--- src/rtl/fan_value_fnd_display.sv ---
// fan_value_fnd_display
//   Converts the fan controller's sensor word {humidity, temperature} to BCD
//   with a sequential double-dabble engine and drives a 4-digit multiplexed
//   7-segment display: humidity on the left pair, temperature on the right.
//   The auto-mode flag lights the decimal point of digit 2.
//
// Parameters
//   SCAN_DIV      clk cycles per digit slot (>= 2)
//   BLANK_LEADING 1 = blank a tens digit of 0, 0 = show it
//
// Ports
//   clk        system clock
//   reset_n    synchronous, active-low reset
//   value_data [15:8] humidity, [7:0] temperature, unsigned binary
//   auto_mode  lights the DP of digit 2 (left of the temperature pair)
//   seg_7      segments, active-low, {dp,g,f,e,d,c,b,a}
//   com        digit enables, active-low, bit3 = leftmost
//   bcd_valid  one-cycle pulse when new digits are latched for display
module fan_value_fnd_display #(
  parameter int SCAN_DIV      = 100000,
  parameter bit BLANK_LEADING = 1'b1
) (
  input  logic        clk,
  input  logic        reset_n,
  input  logic [15:0] value_data,
  input  logic        auto_mode,
  output logic [7:0]  seg_7,
  output logic [3:0]  com,
  output logic        bcd_valid
);

  localparam int CNT_W = (SCAN_DIV > 2) ? $clog2(SCAN_DIV) : 1;

  typedef enum logic [1:0] {IDLE, SHIFT, DONE} state_t;

  state_t      state;
  state_t      state_next;
  logic        changed;
  logic        load;
  logic        shift_en;
  logic        done;

  logic [15:0] snapshot;
  logic [7:0]  bin_h;
  logic [7:0]  bin_t;
  logic [11:0] bcd_h;
  logic [11:0] bcd_t;
  logic [2:0]  step;

  logic [3:0]  hum_tens;
  logic [3:0]  hum_ones;
  logic [3:0]  tmp_tens;
  logic [3:0]  tmp_ones;
  logic        hum_ovf;
  logic        tmp_ovf;

  logic [CNT_W-1:0] scan_cnt;
  logic [1:0]       idx;
  logic             scan_wrap;
  logic [7:0]       seg_next;
  logic [3:0]       dig_sel;
  logic             ovf_sel;
  logic             is_tens;

  // One double-dabble step: correct every nibble >= 5, then shift in one bit.
  function automatic logic [11:0] dabble(input logic [11:0] bcd, input logic bit_in);
    logic [11:0] adj;
    adj = bcd;
    for (int i = 0; i < 3; i++) begin
      if (adj[4*i +: 4] >= 4'd5) adj[4*i +: 4] = adj[4*i +: 4] + 4'd3;
    end
    return {adj[10:0], bit_in};
  endfunction

  function automatic logic [7:0] encode(input logic [3:0] d);
    logic [7:0] s;
    case (d)
      4'd0:    s = 8'hC0;
      4'd1:    s = 8'hF9;
      4'd2:    s = 8'hA4;
      4'd3:    s = 8'hB0;
      4'd4:    s = 8'h99;
      4'd5:    s = 8'h92;
      4'd6:    s = 8'h82;
      4'd7:    s = 8'hF8;
      4'd8:    s = 8'h80;
      4'd9:    s = 8'h90;
      default: s = 8'hFF;
    endcase
    return s;
  endfunction

  assign changed = (value_data != snapshot);

  // Converter FSM: state register
  always_ff @(posedge clk) begin
    if (!reset_n) state <= IDLE;
    else          state <= state_next;
  end

  // Converter FSM: next-state logic
  always_comb begin
    state_next = state;
    case (state)
      IDLE:    if (changed) state_next = SHIFT;
      SHIFT:   if (step == 3'd7) state_next = DONE;
      DONE:    state_next = IDLE;
      default: state_next = IDLE;
    endcase
  end

  // Converter FSM: outputs
  always_comb begin
    load     = 1'b0;
    shift_en = 1'b0;
    done     = 1'b0;
    case (state)
      IDLE:    load     = changed;
      SHIFT:   shift_en = 1'b1;
      DONE:    done     = 1'b1;
      default: ;
    endcase
  end

  // Conversion datapath and display registers
  always_ff @(posedge clk) begin
    if (!reset_n) begin
      snapshot  <= 16'h0000;
      bin_h     <= 8'h00;
      bin_t     <= 8'h00;
      bcd_h     <= 12'h000;
      bcd_t     <= 12'h000;
      step      <= 3'd0;
      hum_tens  <= 4'd0;
      hum_ones  <= 4'd0;
      tmp_tens  <= 4'd0;
      tmp_ones  <= 4'd0;
      hum_ovf   <= 1'b0;
      tmp_ovf   <= 1'b0;
      bcd_valid <= 1'b0;
    end else begin
      bcd_valid <= done;
      if (load) begin
        snapshot <= value_data;
        bin_h    <= value_data[15:8];
        bin_t    <= value_data[7:0];
        bcd_h    <= 12'h000;
        bcd_t    <= 12'h000;
        step     <= 3'd0;
      end else if (shift_en) begin
        bcd_h <= dabble(bcd_h, bin_h[7]);
        bcd_t <= dabble(bcd_t, bin_t[7]);
        bin_h <= {bin_h[6:0], 1'b0};
        bin_t <= {bin_t[6:0], 1'b0};
        step  <= step + 3'd1;
      end
      if (done) begin
        hum_tens <= bcd_h[7:4];
        hum_ones <= bcd_h[3:0];
        tmp_tens <= bcd_t[7:4];
        tmp_ones <= bcd_t[3:0];
        hum_ovf  <= (bcd_h[11:8] != 4'd0);
        tmp_ovf  <= (bcd_t[11:8] != 4'd0);
      end
    end
  end

  assign scan_wrap = (scan_cnt == CNT_W'(SCAN_DIV - 1));

  // Segment pattern for the slot currently selected by idx
  always_comb begin
    dig_sel = tmp_ones;
    ovf_sel = tmp_ovf;
    is_tens = 1'b0;
    case (idx)
      2'd0: begin dig_sel = tmp_ones; ovf_sel = tmp_ovf; is_tens = 1'b0; end
      2'd1: begin dig_sel = tmp_tens; ovf_sel = tmp_ovf; is_tens = 1'b1; end
      2'd2: begin dig_sel = hum_ones; ovf_sel = hum_ovf; is_tens = 1'b0; end
      2'd3: begin dig_sel = hum_tens; ovf_sel = hum_ovf; is_tens = 1'b1; end
      default: ;
    endcase
    if (ovf_sel)                                        seg_next = 8'hBF;
    else if (BLANK_LEADING && is_tens && dig_sel == 4'd0) seg_next = 8'hFF;
    else                                                seg_next = encode(dig_sel);
    // DP overrides blank and dash alike
    if (idx == 2'd2 && auto_mode) seg_next[7] = 1'b0;
  end

  // Scan stage: seg_7 and com are registered from the same idx so they switch together
  always_ff @(posedge clk) begin
    if (!reset_n) begin
      scan_cnt <= '0;
      idx      <= 2'd0;
      seg_7    <= 8'hFF;
      com      <= 4'b1111;
    end else begin
      scan_cnt <= scan_wrap ? '0 : scan_cnt + 1'b1;
      if (scan_wrap) idx <= idx + 2'd1;
      com   <= ~(4'b0001 << idx);
      seg_7 <= seg_next;
    end
  end

endmodule

--- config.mk ---
export PLATFORM = sky130hd
export DESIGN_NAME = fan_value_fnd_display
export DESIGN_NICKNAME = d
export VERILOG_FILES = /design/src/rtl/fan_value_fnd_display.sv
export SDC_FILE = /design/constraint.sdc
export NUM_CORES = 1
export LEC_CHECK = 0
export CAP_MARGIN = 40
export CORE_UTILIZATION = 66
export CTS_BUF_LIST = sky130_fd_sc_hd__clkbuf_2
export DETAILED_ROUTE_END_ITERATION = 7
export GPL_TIMING_DRIVEN = 0
export PLACE_DENSITY = 0.84
export SYNTH_ARGS = -nofsm -noshare
export SYNTH_HDL_FRONTEND = slang
export SYNTH_SLANG_ARGS = --single-unit
--- constraint.sdc ---
create_clock -name clk -period 4.7 [get_ports clk]
set_input_delay 0.94 -clock clk [delete_from_list [all_inputs] [get_ports clk]]
set_output_delay 0.94 -clock clk [all_outputs]
set_load 0.03 [all_outputs]
# ---- Yosys cells after proc, flatten, opt, wreduce, memory -nomap -nowiden
# Memories as Yosys holds them, arrays and structs flattened.
# Cells that the tools add are included.
# Widths: inputs -> output; s select.
dict set report op_classes {
  mux 22
  bitwise 2
  n_shift 1
  n_addsub 9
  n_lt_le_gt_ge 6
  n_reduce_logical 16
  n_eq_ne 10
}
# operator n
set ops {}
lappend ops {{$mux 8} 6}
lappend ops {{$ge 4x3->1 const B} 6}
lappend ops {{$add 17x1->17 const B} 1}
lappend ops {{$eq 17x17->1 const B} 1}
lappend ops {{$add 4x2->4 const B} 4}
lappend ops {{$mux 4} 4}
lappend ops {{$ne 16x16->1} 1}
lappend ops {{$pmux 4 s4} 1}
lappend ops {{$reduce_or 2->1} 6}
lappend ops {{$reduce_bool 4->1} 2}
lappend ops {{$add 3x2->3 const B} 2}
lappend ops {{$eq 2x2->1 const B} 3}
lappend ops {{$mux 3} 2}
lappend ops {{$eq 2x1->1 const B} 2}
lappend ops {{$logic_not 2->1} 2}
lappend ops {{$logic_not 4->1} 1}
lappend ops {{$mux 1} 4}
lappend ops {{$mux 2} 2}
lappend ops {{$ne 2x2->1 const B} 2}
lappend ops {{$not 4->4} 1}
lappend ops {{$pmux 1 s2} 2}
lappend ops {{$pmux 2 s2} 1}
lappend ops {{$shl 1x2->4 const A} 1}
lappend ops {{$add 3x1->3 const B} 1}
lappend ops {{7 further kinds} 8}
dict set report word_totals {
  in_bits 19
  output_inout_bits 13
  elab_cells 86
  rom_bits 112
  memories 1
  ff_bits 111
}
# name depth width rd rd_clocked_by_memory_dff wr line
set memory_table {}
lappend memory_table {{(name not given)} 16 7 1 0 0 77} ;# case (d)

# ---- Depth between registers and ports, before layout
dict set report logic_depth {
  depth_word 7
  depth_mapped 11
  ltp_nobuf 10
}

# ---- Worst setup path before layout
# OpenSTA, ideal clock, no wires.
dict set report synth_timing {
  kind {reg2reg}
  startpoint {reg idx[0]}
  endpoint {reg seg_7[6]}
  setup_time_ps 63
  period_less_slack_ps 2395
  path_stages_with_launch 12
  path_buffers 1
  path_slack_ps 2305
  t_required_ps 4637
  arrival_time_ps 2333
  path_cell_list {dfxtp_1 -> inv_1 -> ha_1 -> buf_2 -> a222oi_1 -> nand2_1 -> o21ai_0 -> ha_1 -> o21ai_0 -> and3_1 -> or4_1 -> nand3_1}
}
dict set report synth_between {
  elab_chain_cells 6
  elab_cells_between_ends 16
  cone_classes {eq/ne (3); mux (5); reduce/logical (7); memory (1)}
}
# element line
set synth_rtl {}
lappend synth_rtl {{start, declared} 58} ;# logic [1:0] idx;
lappend synth_rtl {{start signal, assigned} 198} ;# if (scan_wrap) idx <= idx + 2'd1;
lappend synth_rtl {{branches (longest 5 deep; another with $mem_v2 16x7)} n/a}
lappend synth_rtl {{$mux 8 (*)} 182} ;# if (ovf_sel) seg_next = 8'hBF;
lappend synth_rtl {{end signal, assigned} 200} ;# seg_7 <= seg_next;
lappend synth_rtl {{end, declared} 27} ;# output logic [7:0] seg_7,
# Mark *: on every way between the ends.
# A chain may end at the register's enable or synchronous reset.

# ---- Worst setup path after layout
# Ends and elaborated chain as after synthesis.

==> results.sh <==
export IMPL_endpoint_kind="flip-flop"
export IMPL_r2r_end="seg_7[6]"
export IMPL_wl_mm=11.89
export IMPL_viasPerCell=5.898
export IMPL_synth_seq_area_share_pct=42.37
export IMPL_io_pins=32
export IMPL_wl_per_cell_um=15.28
export IMPL_period_share_pct=62.88
export IMPL_core_mm2=0.007687
export IMPL_crit_chain="inv_1 -> ha_1 -> buf_2 -> a222oi_1 -> nand2_1 -> o21ai_0 -> ha_1 -> o21ai_0 -> and3_1 -> or4_1 -> nand3_1"
export IMPL_rr_worst_depth=11
export IMPL_gp_congestion=0.8610
export IMPL_final_common_cell="dfxtp_1"
export IMPL_critPathKind="flip-flop to flip-flop"
export IMPL_num_fill_cells=589
export IMPL_fp_dieW_um=91.15
export IMPL_worst_endpoint_arrival_ns=3.52
export IMPL_slew_headroom_pct=54.38
export IMPL_startpoint="idx[0]"
export IMPL_slew_violations=0
export IMPL_required_ns=5.27
export IMPL_fin_cells=778
export IMPL_syn_inst=630
export IMPL_grt_overflow=0
export IMPL_worstMarginPinSlew_ns=0.6772
export IMPL_yosys_warnings=0
export IMPL_syn_num_nets=676
export IMPL_ys_flop_type="dfxtp_1"
export IMPL_antenna_found_initial=0
export IMPL_final_cell_mix="111 x dfxtp_1, 87 x nand2_1, 85 x a21oi_1"
export IMPL_cts_resized_gates=0
export IMPL_start_util_pct=68.23
export IMPL_crit_fanout=8
export IMPL_hold_class="flip-flop to flip-flop"
export IMPL_rows=32
export IMPL_fin_crit_ns=2.955
export IMPL_cts_max_level=3
export IMPL_syn_area_mm2=0.005245
export IMPL_syn_to_final_growth_pct=10.88
export IMPL_dpl_cell_count=762
export IMPL_hold_viol=0
export IMPL_ys_ff_latch=111
export IMPL_ctsRootBufferMaster="clkbuf_2"
export IMPL_synthArstFlopShare_pct=0
export IMPL_die_area_mm2=0.008307
export IMPL_cp_slowest_cell="dfxtp_1"
export IMPL_cts_tree="yes"
export IMPL_antennaDiodeCount=0
export IMPL_dr_total_vias=4589
export IMPL_final_layout_size_suffix_gt1_share_pct=5.473
export IMPL_hold_ws_ns=0.4715
export IMPL_dr_pass1_iters=5
export IMPL_rr_startpoint="idx[0]"
export IMPL_r2r_setup_slack_ns=1.74
export IMPL_timing_fmax_mhz=338.4
export IMPL_grtUsageTotal_pct=29.53
export IMPL_ir_drop_mv=0.2072
export IMPL_ctsHoldBuffers=0
export IMPL_syn_mean_instance_area_um2=8.325
export IMPL_clock_skew_ns=0.04053
export IMPL_fin_util_pct=75.65
export IMPL_final_antenna_net_count=0
export IMPL_fin_nets=717
export IMPL_critPathLaunchType="flip-flop"
export IMPL_synth_edf_count=0
export IMPL_endpoint="seg_7[6]"
export IMPL_p_leak_nw=2.133
export IMPL_fin_tns_setup_ns=0
export IMPL_slowest_delay_ns=0.48
export IMPL_port_buffers=30
export IMPL_hpwl_mm=8.657
export IMPL_grt_start_max_net_pins=19
export IMPL_clk_pin_slew_worst_paths_ns=0.31
export IMPL_synth_cell_types=41
export IMPL_finalSetupViolCount=0
export IMPL_maxCapViolCount=0
export IMPL_cts_setup_buffers=0
export IMPL_drc=0
export IMPL_clk_latency_ns=0.60
export IMPL_clockBufferDepth=2
export IMPL_drtIter0Drc=269
export IMPL_grt_pass1_vias=4271
export IMPL_p_per_area_mw_per_mm2=282.1
export IMPL_dieHeight_um=91.15
export IMPL_status="finished, final reports clean"
export IMPL_cts_buffers_inserted=9
export IMPL_cts_sinks=111
export IMPL_grt_pass1_wl_mm=19.67
export IMPL_rsz0062_at_grt="false"
-- cell usage after synthesis (all sizes together), types with 5 or more instances --
master	n	share of area, %
a21oi	86	8.3
a32o	13	2.5
and2	6	0.72
buf	12	1.4
clkbuf	28	2.0
dfxtp	111	42
ha	27	6.4
inv	24	1.7
mux2i	6	1.1
nand2	87	6.2
nand2b	10	1.2
nand3	31	3.0
nand4	5	0.72
nor2	47	3.4
nor3	9	0.86
nor4	6	1.3
o21a	13	1.9
o21ai	40	3.9
xnor2	16	2.7
xor2	27	4.5
-- metrics by stage --
stage                     worst slack [ns]  total power (W)  area [µm²]
final                                1.745         0.001641        5816
after global routing                 1.526         0.001704        5816
after CTS                            1.802         0.001647        5816
after detailed placement             1.533         0.001168        5673
after global placement               1.603         0.001162        5673
after floorplan                      2.305         0.001106        5245
-- state kept, by name, indices dropped and copies added, names as in the netlist, 8 cells and up --
signal    flops
seg_7         8
snapshot     16
bcd_h        12
bin_t         8
scan_cnt     17
bcd_t        12
bin_h         8
-- critical path: cells and delay by family (launching register included) --
kind | cells | cell delay, ns
AND/OR/NAND/NOR | 4 | 0.89
buffers and inverters | 2 | 0.28
AO/OA/AOI/OAI | 3 | 0.78
adder cells (fa/ha/maj) | 2 | 0.51
flip-flops | 1 | 0.48
-- logic make-up (layout without fill, tap and decap cells) --
logic type,after synthesis,after routing,share of synthesized area [%]
adders and majority gates,27,27,6.441
AOI/OAI and AO/OA,161,161,17.99
muxes,7,7,1.360
and+or+nand+nor,217,217,19.49
buffers and inverters,64,110,5.177
DFF,111,111,42.37
xor gates and xnor gates,43,43,7.180
-- worst min path at each step --
| stage | start | endpoint | slack [ns] | cells past startpoint |
|---|---|---|---|---|
| floorplan | scan_cnt[0] | scan_cnt[0] | 0.41 | 1 |
| global placement | scan_cnt[0] | scan_cnt[0] | 0.43 | 1 |
| detailed placement | hum_tens[3] | hum_tens[3] | 0.45 | 2 |
| CTS | bin_t[7] | bcd_t[0] | 0.47 | 2 |
| global route | tmp_tens[0] | tmp_tens[0] | 0.50 | 2 |
| finish | scan_cnt[0] | scan_cnt[0] | 0.47 | 1 |
-- where the power goes --
| group | internal, W | leakage (nW) | switching, W |
|---|---|---|---|
| logic | 0.0000654 | 1.15 | 0.000101 |
| registers | 0.000972 | 0.905 | 0.0000157 |
| clock network | 0.000177 | 0.0797 | 0.000310 |
-- cell type report --
| cell class | instances | area [µm²] | area share (%) |
|---|---|---|---|
| timing repair buffer | 30 | 300.3 | 5.164 |
| clock buffer | 9 | 45.04 | 0.7745 |
| clock inverter | 7 | 97.59 | 1.678 |
| inverter | 24 | 90.09 | 1.549 |
| multi-input combinational | 455 | 2751 | 47.31 |
| sequential | 111 | 2222 | 38.21 |
| tap | 102 | 127.6 | 2.194 |
| buffer | 40 | 181.4 | 3.120 |
-- layer usage --
| layer | GRT usage, % | wire, µm |
|---|---|---|
| met3 | 3.183 | 498 |
| met1 | 37.35 | 5316 |
| met2 | 50.19 | 5702 |
| met4 | 14.42 | 369 |
| met5 | 0 | 0 |
No activity file was read; power rests on OpenSTA's default activity.
